--- config.mk ---
export PLATFORM = sky130hd
export DESIGN_NAME = nec_ir_rx
export DESIGN_NICKNAME = d
export VERILOG_FILES = /design/src/rtl/nec_ir_pkg.sv /design/src/rtl/nec_ir_timer.sv /design/src/rtl/nec_ir_rx.sv
export SDC_FILE = /design/constraint.sdc
export NUM_CORES = 1
export LEC_CHECK = 0
export ABC_AREA = 0
export CAP_MARGIN = 20
export CORE_AREA = 10 10 111 113
export CTS_CLUSTER_SIZE = 16
export DETAILED_ROUTE_END_ITERATION = 12
export DIE_AREA = 0 0 121 123
export PLACE_DENSITY = 0.71
export SYNTH_ARGS = -nofsm -noshare
export SYNTH_HDL_FRONTEND = slang
export SYNTH_SLANG_ARGS = --single-unit
--- constraint.sdc ---
create_clock -name clk -period 3.28 [get_ports clk]
set_clock_uncertainty 0.15 [all_clocks]
set_input_delay 0.656 -clock clk [delete_from_list [all_inputs] [get_ports clk]]
set_output_delay 0.656 -clock clk [all_outputs]
set_load 0.03 [all_outputs]
--- src/rtl/nec_ir_pkg.sv ---
// Shared types and tick-window bounds for the NEC IR receiver.
// All durations are in sample ticks (35 us nominal).
package nec_ir_pkg;

  typedef enum logic [2:0] {
    ST_IDLE,
    ST_LEAD_MARK,
    ST_LEAD_SPACE,
    ST_BIT_MARK,
    ST_BIT_SPACE,
    ST_STOP_MARK
  } state_t;

  typedef logic [8:0] cnt_t;
  localparam cnt_t CNT_MAX = 9'd511;

  localparam logic [1:0] ERR_TIMING  = 2'b00;
  localparam logic [1:0] ERR_INV     = 2'b01;
  localparam logic [1:0] ERR_TIMEOUT = 2'b10;
  localparam logic [1:0] ERR_OVERRUN = 2'b11;

  localparam cnt_t LEAD_MARK_LO  = 9'd218;
  localparam cnt_t LEAD_MARK_HI  = 9'd296;
  localparam cnt_t LEAD_SPACE_LO = 9'd89;
  localparam cnt_t LEAD_SPACE_HI = 9'd167;
  localparam cnt_t REP_SPACE_LO  = 9'd48;
  localparam cnt_t REP_SPACE_HI  = 9'd80;
  // Bit mark, zero space and stop mark all share the 560 us window.
  localparam cnt_t SHORT_LO      = 9'd7;
  localparam cnt_t SHORT_HI      = 9'd25;
  localparam cnt_t ONE_SPACE_LO  = 9'd39;
  localparam cnt_t ONE_SPACE_HI  = 9'd57;

  function automatic logic in_win(input cnt_t c, input cnt_t lo, input cnt_t hi);
    return (c >= lo) && (c <= hi);
  endfunction

endpackage

--- src/rtl/nec_ir_timer.sv ---
// Tick prescaler plus saturating 9-bit duration counter; both restart
// whenever the synchronised line changes level.
module nec_ir_timer
  import nec_ir_pkg::*;
#(
  parameter int unsigned DIV = 1750
) (
  input  logic clk,
  input  logic rst_n,
  input  logic clr,
  output cnt_t cnt
);

  localparam int unsigned PW = (DIV > 1) ? $clog2(DIV) : 1;
  localparam logic [PW-1:0] PRE_LAST = PW'(DIV - 1);

  logic [PW-1:0] pre_q;

  // NOTE: state registers use non-blocking assignments so every flop samples
  // the pre-edge values, independent of process ordering.
  always_ff @(posedge clk or negedge rst_n) begin
    if (!rst_n) begin
      pre_q <= '0;
      cnt   <= '0;
    end else if (clr) begin
      pre_q <= '0;
      cnt   <= '0;
    end else if (pre_q == PRE_LAST) begin
      pre_q <= '0;
      if (cnt != CNT_MAX) cnt <= cnt + 1'b1;
    end else begin
      pre_q <= pre_q + 1'b1;
    end
  end

endmodule

--- src/rtl/nec_ir_rx.sv ---
// NEC IR frame receiver: synchroniser, pulse-width FSM, complement check and
// a valid/ready output register with overrun detection.
module nec_ir_rx
  import nec_ir_pkg::*;
#(
  parameter int unsigned CLK_HZ      = 50_000_000,
  parameter int unsigned TICK_US     = 35,
  parameter int unsigned CHECK_INV   = 1,
  parameter int unsigned SYNC_STAGES = 3
) (
  input  logic        clk,
  input  logic        rst_n,
  input  logic        IR,
  output logic [31:0] frame_data,
  output logic [7:0]  frame_cmd,
  output logic [7:0]  frame_addr,
  output logic        frame_rep,
  output logic        frame_valid,
  input  logic        frame_ready,
  output logic        err_pulse,
  output logic [1:0]  err_code
);

  localparam logic [63:0] DIV_L =
    (64'(CLK_HZ) * 64'(TICK_US) + 64'd500_000) / 64'd1_000_000;
  localparam int unsigned DIV = (DIV_L == 64'd0) ? 1 : 32'(DIV_L);

  logic [SYNC_STAGES-1:0] sync_q;
  logic                   fall, rise;
  cnt_t                   cnt;

  state_t      state_q, state_d;
  logic [5:0]  bit_cnt_q;
  logic [31:0] shift_q;
  logic        rep_q, have_last_q;

  logic timing_err, timeout, do_shift, shift_bit, start_data, start_rep, done;
  logic inv_ok, present, overrun, accept, err_now;
  logic [1:0] err_code_d;

  // Synchroniser resets to the idle level so reset release never fakes an edge.
  always_ff @(posedge clk or negedge rst_n) begin
    if (!rst_n) sync_q <= '1;
    else        sync_q <= {sync_q[SYNC_STAGES-2:0], IR};
  end

  assign fall = sync_q[SYNC_STAGES-1] & ~sync_q[SYNC_STAGES-2];
  assign rise = ~sync_q[SYNC_STAGES-1] & sync_q[SYNC_STAGES-2];

  nec_ir_timer #(.DIV(DIV)) u_timer (
    .clk   (clk),
    .rst_n (rst_n),
    .clr   (fall | rise),
    .cnt   (cnt)
  );

  always_ff @(posedge clk or negedge rst_n) begin
    if (!rst_n) state_q <= ST_IDLE;
    else        state_q <= state_d;
  end

  // NOTE: every variable gets a default before the case so no path leaves it
  // unassigned, which would otherwise infer a latch.
  always_comb begin
    state_d    = state_q;
    timing_err = 1'b0;
    timeout    = 1'b0;
    do_shift   = 1'b0;
    shift_bit  = 1'b0;
    start_data = 1'b0;
    start_rep  = 1'b0;
    done       = 1'b0;
    case (state_q)
      ST_IDLE: if (fall) state_d = ST_LEAD_MARK;
      ST_LEAD_MARK: if (rise) begin
        if (in_win(cnt, LEAD_MARK_LO, LEAD_MARK_HI)) state_d = ST_LEAD_SPACE;
        else timing_err = 1'b1;
      end
      ST_LEAD_SPACE: if (fall) begin
        if (in_win(cnt, LEAD_SPACE_LO, LEAD_SPACE_HI)) begin
          state_d = ST_BIT_MARK;  start_data = 1'b1;
        end else if (in_win(cnt, REP_SPACE_LO, REP_SPACE_HI)) begin
          state_d = ST_STOP_MARK; start_rep = 1'b1;
        end else timing_err = 1'b1;
      end
      ST_BIT_MARK: if (rise) begin
        if (in_win(cnt, SHORT_LO, SHORT_HI)) state_d = ST_BIT_SPACE;
        else timing_err = 1'b1;
      end
      ST_BIT_SPACE: if (fall) begin
        if (in_win(cnt, SHORT_LO, SHORT_HI)) do_shift = 1'b1;
        else if (in_win(cnt, ONE_SPACE_LO, ONE_SPACE_HI)) begin
          do_shift = 1'b1; shift_bit = 1'b1;
        end else timing_err = 1'b1;
        if (do_shift) state_d = (bit_cnt_q == 6'd31) ? ST_STOP_MARK : ST_BIT_MARK;
      end
      ST_STOP_MARK: if (rise) begin
        if (in_win(cnt, SHORT_LO, SHORT_HI)) begin
          done = 1'b1; state_d = ST_IDLE;
        end else timing_err = 1'b1;
      end
      default: state_d = ST_IDLE;
    endcase
    if (state_q != ST_IDLE && !(fall || rise) && cnt == CNT_MAX) timeout = 1'b1;
    if (timing_err || timeout) state_d = ST_IDLE;
  end

  // Completion decisions: repeats need a prior frame, data frames the check.
  always_comb begin
    inv_ok     = (CHECK_INV == 0) || (shift_q[15:8] == ~shift_q[7:0]);
    present    = done && (rep_q ? have_last_q : inv_ok);
    overrun    = present && frame_valid && !frame_ready;
    accept     = present && !overrun;
    err_now    = timing_err || timeout || (done && !rep_q && !inv_ok) || overrun;
    err_code_d = ERR_TIMING;
    if (timeout)                    err_code_d = ERR_TIMEOUT;
    else if (overrun)               err_code_d = ERR_OVERRUN;
    else if (done && !rep_q && !inv_ok) err_code_d = ERR_INV;
  end

  always_ff @(posedge clk or negedge rst_n) begin
    if (!rst_n) begin
      bit_cnt_q   <= '0;
      shift_q     <= '0;
      rep_q       <= 1'b0;
      have_last_q <= 1'b0;
      frame_data  <= '0;
      frame_rep   <= 1'b0;
      frame_valid <= 1'b0;
      err_pulse   <= 1'b0;
      err_code    <= ERR_TIMING;
    end else begin
      if (start_data) begin
        bit_cnt_q <= '0;
        rep_q     <= 1'b0;
      end
      if (start_rep) rep_q <= 1'b1;
      if (do_shift) begin
        shift_q   <= {shift_q[30:0], shift_bit};
        bit_cnt_q <= bit_cnt_q + 1'b1;
      end
      // A repeat re-presents the held word, so only data frames load it.
      if (accept) begin
        frame_valid <= 1'b1;
        frame_rep   <= rep_q;
        if (!rep_q) begin
          frame_data  <= shift_q;
          have_last_q <= 1'b1;
        end
      end else if (frame_valid && frame_ready) begin
        frame_valid <= 1'b0;
      end
      err_pulse <= err_now;
      if (err_now) err_code <= err_code_d;
    end
  end

  assign frame_cmd  = frame_data[7:0];
  assign frame_addr = frame_data[23:16];

endmodule

==> results of run 1 <==
[logic make-up after synthesis]
group | synth area share
AND/OR/NAND/NOR | 0.136
flip-flops | 0.523
multiplexers | 0.152
buffers and inverters | 0.0543
AO/OA/AOI/OAI | 0.0685
XOR/XNOR | 0.0426
adder cells (fa/ha/maj) | 0.0228
[registers in the layout (all words and copies together), names as in the netlist]
signal / cells
have_last_q: 1
rep_q: 1
frame_rep: 1
bit_cnt_q: 6
u_timer.cnt: 9
frame_data: 32
state_q: 3
shift_q: 32
err_code: 2
sync_q: 3
err_pulse: 1
frame_valid: 1
u_timer.pre_q: 11
[worst register-to-register path, stage by stage (launching register included)]
cell and delay, ns:
dfstp_2 0.55, ha_1 0.22, inv_1 0.07, or3_1 0.38, nor4b_4 0.31, nor4b_4 0.30
buf_12 0.25, mux2_2 0.36
[per-layer routing]
| layer | share of wire | vias to the layer above | GRT usage |
|---|---|---|---|
| li1 | - | 1529 | - |
| met1 | 0.45 | 1607 | 0.163 |
| met2 | 0.49 | 68 | 0.208 |
| met3 | 0.048 | 17 | 0.0328 |
| met4 | 0.018 | 0 | 0.0611 |
| met5 | 0 | - | 0 |
[where the power goes]
part / internal, uW / switching (uW) / leakage (uW) / total, uW
Clock: 293 / 476 / 0.0000949 / 769
Combinational: 105 / 149 / 0.00108 / 254
Sequential: 1300 / 59.6 / 0.00142 / 1360
Total: 1700 / 684 / 0.00259 / 2380
[final cells by class]
class                   count  area (um2)  share of cell area
clock buffers               9         124              0.0218
clock inverters             7        66.3              0.0116
inverters                  14        52.6             0.00923
multi-input cells         267        2090               0.366
flip-flops and latches    103        2580               0.453
well taps                 136         170              0.0299
repair buffers             60         613               0.108
[Yosys cell counts, drive strengths merged, types with 2 or more instances]
| cell | count | area, um2 |
|---|---|---|
| inv | 14 | 52.6 |
| a21oi | 6 | 30.0 |
| o21a | 2 | 15.0 |
| and3 | 4 | 25.0 |
| clkbuf | 6 | 22.5 |
| nor2b | 7 | 43.8 |
| nor2 | 26 | 97.6 |
| o2111ai | 2 | 17.5 |
| mux2 | 65 | 732 |
| o221ai | 2 | 17.5 |
| o211ai | 2 | 15.0 |
| o31ai | 3 | 22.5 |
| or3 | 4 | 25.0 |
| buf | 27 | 193 |
| nor4b | 3 | 56.3 |
| nor4 | 6 | 43.8 |
| and2 | 6 | 37.5 |
| nand4b | 2 | 17.5 |
| o21ai | 11 | 55.1 |
| a2111oi | 2 | 36.3 |
| nand2b | 7 | 43.8 |
| xnor2 | 17 | 149 |
| nand2 | 25 | 93.8 |
| mux2i | 2 | 20.0 |
| o211a | 2 | 20.0 |
| a211oi | 4 | 30.0 |
| dfrtp | 100 | 2500 |
| dfstp | 3 | 78.8 |
| nand3 | 14 | 70.1 |
| xor2 | 7 | 61.3 |
| nor3 | 7 | 40.0 |
| nand4 | 6 | 37.5 |
| ha | 9 | 113 |
[per-stage QoR]
stage | instances | total power, uW
2_1_floorplan | 417 | 1560
3_3_place_gp | 580 | 1640
3_5_place_dp | 580 | 1640
4_1_cts | 596 | 2410
5_1_grt | 596 | 2510
6_report | 596 | 2380
[worst paths after layout]
path	from	to	slack, ns	cells after the start
max	sync_q[1]$_DFF_PN1_	frame_data[7]$_DFFE_PN0P_	0.60	7
min reg2reg	sync_q[1]$_DFF_PN1_	sync_q[2]$_DFF_PN1_	0.23	0
min	rst_n	u_timer.pre_q[5]$_DFF_PN0_	0.15	1
min in group clk	sync_q[1]$_DFF_PN1_	sync_q[2]$_DFF_PN1_	0.23	0
max in group asynchronous	rst_n	sync_q[2]$_DFF_PN1_	2.08	2
max reg2reg	sync_q[1]$_DFF_PN1_	frame_data[7]$_DFFE_PN0P_	0.60	7
==> impl_metrics.py, run 1 <==
metrics = {
    "timing": {
        "max_slew_margin": 0.494,
        "worst_slack_ns": 0.601,
        "final-hold-violation-count": 0,
        "setup_violations": 0,
        "max_freq_ghz": 0.373,
        "worst_pin_slew_ns": 0.750,
        "drv_slew": 0,
        "rsz0062_at_grt": "no",
        "setup_tns_ns": 0,
        "fin_hold_ws_ns": 0.153,
        "period_needed_ns": 2.68,
        "period_share": 0.817,
    },
    "cells_and_area": {
        "utilization": 0.562,
        "antennaDiodeCount": 0,
        "n_fill_cell": 849,
        "stdcell_area_mm2": 0.00569,
        "layout_common_cells": "100 x dfrtp_1, 55 x clkdlybuf4s50_1, 36 x mux2_2, 29 x mux2_1, 26 x nor2_1",
        "layout.nets": 468,
        "drive_gt1_frac": 0.146,
        "areaGrowthSynthToFinish_pct": 15.4,
        "mostFrequentLayoutCell": "dfrtp_1",
    },
    "yosys": {
        "synthCells": 417,
        "ys.flop_type": "dfrtp_1",
        "synth_cell_types": 55,
        "avgSynthCellArea_um2": 11.8,
        "async_flop_share": 1.00,
        "yosysSeqAreaShare": 0.523,
        "yosysWarnings": 0,
        "synth_area_mm2": 0.00493,
        "synth_edf_count": 0,
        "syn_nets": 430,
        "synth_seq_cells": 103,
    },
    "route": {
        "postRouteAntennaNets": 0,
        "post_drt_via_cell_ratio": 5.40,
        "avgRoutedWirePerCell_um": 15.7,
        "dr.pass1.iters": 4,
        "totalWireLength_um": 9380,
        "drt-initial-drc-count": 207,
        "drcViolationCount": 0,
        "num_vias": 3221,
    },
    "floorplan": {
        "row_count": 37,
        "fp.dieW_um": 121,
        "io_pins": 57,
        "dieHeight_um": 123,
        "core_mm2": 0.0101,
        "start_util": 0.487,
        "die-area_mm2": 0.0149,
    },
    "power_and_ir_drop": {
        "p_leak_uw": 0.00259,
        "peakVddDrop_mv": 0.219,
        "powerDensity_mw_per_mm2": 419,
    },
    "cts": {
        "clk_latency_ns": 0.38,
        "cts.sinks": 103,
        "postCtsHoldBufs": 0,
        "postCtsSetupBuffers": 0,
        "post_cts_resized": 0,
        "cts_tree": "yes",
        "cts_buffers": 9,
        "clockBufferDepth": 2,
        "clkTransAtPathRegs_ns": 0.11,
        "h-tree-depth": 3,
        "root_buffer": "clkbuf_8",
    },
    "worst_setup_path": {
        "crit_fanout": 33,
        "worstPathRequired_ns": 3.40,
        "crit_chain": "ha_1, inv_1, or3_1, nor4b_4, nor4b_4, buf_12, mux2_2",
        "start_kind": "flop",
        "crit_buf_inv": 2,
        "worstPathArrival_ns": 2.80,
        "path_class": "flop to flop",
        "cp_common_cell": "nor4b_4",
        "crit_family": "simple AND/OR/NAND/NOR gates",
        "endpoint_kind": "flop",
        "crit_slowest_cell": "dfstp_2",
        "critical_path.max_stage_delay_ns": 0.55,
    },
    "place": {
        "pre_cts_ws_ns": 0.573,
        "dpl-instance-area_mm2": 0.00550,
        "hpwl_um": 6580,
        "port_buffers": 56,
        "place_congestion": 0.861,
    },
    "global_route": {
        "gr-total-overflow": 0,
        "grt_pass1_wl_um": 15900,
        "antenna_found_initial": 0,
        "grt.total_usage": 0.130,
        "grt_pass1_vias": 3242,
        "grt_max_degree": 53,
    },
    "run_status": {
        "status": "completed",
    },
    "flow_run": {
        "max-cap-violations": 0,
    },
    "worst_hold_path": {
        "min_path_type": "primary input to async pin",
    },
}
No activity file was read; power rests on OpenSTA's default activity.
==> run 2: changes to the inputs <==
==> constraint.sdc (replaced) <==
create_clock -name clk -period 2.6 [get_ports clk]
set_clock_uncertainty 0.15 [all_clocks]
set_input_delay 0.52 -clock clk [delete_from_list [all_inputs] [get_ports clk]]
set_output_delay 0.52 -clock clk [all_outputs]
set_load 0.03 [all_outputs]
==> impl_metrics.py, run 2 (synthesis results as in run 1) <==
metrics = {
    "place": {
        "place_congestion": 0.916,
        "hpwl_um": 7030,
        "dpl.cell_count": 594,
        "port_buffers": 56,
    },
    "global_route": {
        "busiest_layer": "met2",
        "grt.total_usage": 0.138,
        "met1_usage": 0.174,
        "grt_pass1_wl_um": 16800,
        "grt_max_degree": 43,
        "antenna_found_initial": 0,
        "met2_usage": 0.221,
        "gr-total-overflow": 0,
        "gr-usage-met3": 0.0451,
        "grt_pass1_vias": 3304,
    },
    "worst_setup_path": {
        "crit_fanout": 8,
        "endpoint_kind": "flop",
        "crit_buf_inv": 3,
        "crit_family": "simple AND/OR/NAND/NOR gates",
        "path_class": "flop to flop",
        "worstPathRequired_ns": 2.71,
        "worstPathArrival_ns": 2.74,
        "rrSetupSlack_ns": -0.03,
        "start_kind": "flop",
        "cp-startpoint": "sync_q[1]$_DFF_PN1_",
        "crit_slowest_cell": "dfstp_2",
        "r2r-start": "sync_q[1]$_DFF_PN1_",
        "crit_chain": "ha_4, inv_2, or3_4, nor4b_4, nor4b_4, buf_6, buf_6, mux2_1",
        "critical_path.max_stage_delay_ns": 0.58,
    },
    "route": {
        "avgRoutedWirePerCell_um": 16.8,
        "postRouteAntennaNets": 0,
        "drcViolationCount": 0,
        "totalWireLength_um": 10400,
        "num_vias": 3330,
        "dr.pass1.iters": 4,
        "post_drt_via_cell_ratio": 5.39,
        "drt-initial-drc-count": 244,
    },
    "cells_and_area": {
        "reg_top3": "frame_data: 32 flops, shift_q: 32 flops, u_timer.pre_q: 11 flops",
        "areaGrowthSynthToFinish_pct": 23.5,
        "regArea_mm2": 0.00258,
        "layout_common_cells": "99 x dfrtp_1, 55 x clkdlybuf4s50_1, 33 x mux2_2, 26 x nor2_1",
        "mostFrequentLayoutCell": "dfrtp_1",
        "utilization": 0.601,
        "n_fill_cell": 812,
        "instances_no_fill": 618,
        "layout.nets": 490,
        "multi_input_area_mm2": 0.00222,
        "drive_gt1_frac": 0.243,
        "antennaDiodeCount": 0,
    },
    "timing": {
        "fin_hold_ws_ns": 0.228,
        "max_slew_margin": 0.472,
        "drv_slew": 0,
        "worst_pin_slew_ns": 0.781,
        "setup_violations": 23,
        "period_needed_ns": 2.63,
        "period_share": 1.01,
        "max_freq_ghz": 0.381,
        "rsz0062_at_grt": "yes",
        "worst_slack_ns": -0.0259,
        "final-hold-violation-count": 0,
    },
    "power_and_ir_drop": {
        "powerDensity_mw_per_mm2": 518,
        "peakVddDrop_mv": 0.436,
        "p_leak_uw": 0.00274,
    },
    "floorplan": {
        "core_mm2": 0.0101,
        "io_pins": 57,
        "dieHeight_um": 123,
        "die-area_mm2": 0.0149,
        "start_util": 0.487,
        "row_count": 37,
        "fp.dieW_um": 121,
    },
    "cts": {
        "clockBufferDepth": 2,
        "root_buffer": "clkbuf_8",
        "cts_tree": "yes",
        "h-tree-depth": 3,
        "clkTransAtPathRegs_ns": 0.11,
        "cts_buffers": 9,
        "clk_latency_ns": 0.37,
        "cts.sinks": 103,
    },
    "run_status": {
        "failed_checks": "negative setup slack",
        "status": "complete, but fails checks",
    },
    "worst_hold_path": {
        "min_path_type": "flop to flop",
        "worstHoldStart": "sync_q[0]$_DFF_PN1_",
    },
    "flow_run": {
        "max-cap-violations": 0,
    },
}
## run 2: changes by cell type in the layout (fill, tap and decap cells not counted), moves of 2 or more
cell,change
buf_4,+15
ha_1,-2
clkbuf_16,+3
buf_6,+2
mux2_1,-22
mux2_4,+25
mux2_2,-3
## run 2: layout make-up
class | instances | share of cell area
flip-flops and latches | 103 | 0.424
clock buffers | 9 | 0.0203
multi-input cells | 267 | 0.364
well taps | 136 | 0.0279
clock inverters | 7 | 0.0154
inverters | 14 | 0.00862
repair buffers | 82 | 0.140
## run 2: final timing paths
path / end / cells after the start
setup / recovery: frame_data[25]$_DFFE_PN0P_ / 8
hold / removal: sync_q[1]$_DFF_PN1_ / 0
setup reg to reg: frame_data[25]$_DFFE_PN0P_ / 8
hold reg to reg: sync_q[1]$_DFF_PN1_ / 0
max in group asynchronous: state_q[0]$_DFFE_PN0P_ / 3
min in group asynchronous: u_timer.cnt[2]$_DFFE_PN0P_ / 2
## run 2: stage by stage
stage / setup slack, ns / power [uW] / setup TNS (ns) / cell area, um2
6_report: -0.0259 / 3160 / -0.275 / 6100
2_1_floorplan: 0.0158 / 1960 / 0 / 4930
4_1_cts: 0.00490 / 3190 / 0 / 5850
5_1_grt: -0.0936 / 3320 / -1.93 / 6100
3_3_place_gp: 0.0569 / 2100 / 0 / 5620
3_5_place_dp: -0.00641 / 2110 / -0.0104 / 5620
## run 2: timing repair
item,in CTS,in global routing
hold buffers,1,0
setup buffers,0,3
resized for setup,0,35
endpoints found under the setup margin,0,45
hold endpoints to repair,35,0
## run 2: per-layer routing
layer	part of all wire	vias to the layer above
li1	-	1574
met1	0.45	1676
met2	0.49	70
met3	0.047	10
met4	0.012	0
met5	0	-
## run 2: power by group
part	internal, uW	switching, uW	total (uW)	leakage (uW)
sequential	1640	23.4	1670	0.00142
clock	473	596	1070	0.000107
combinational	166	257	423	0.00121
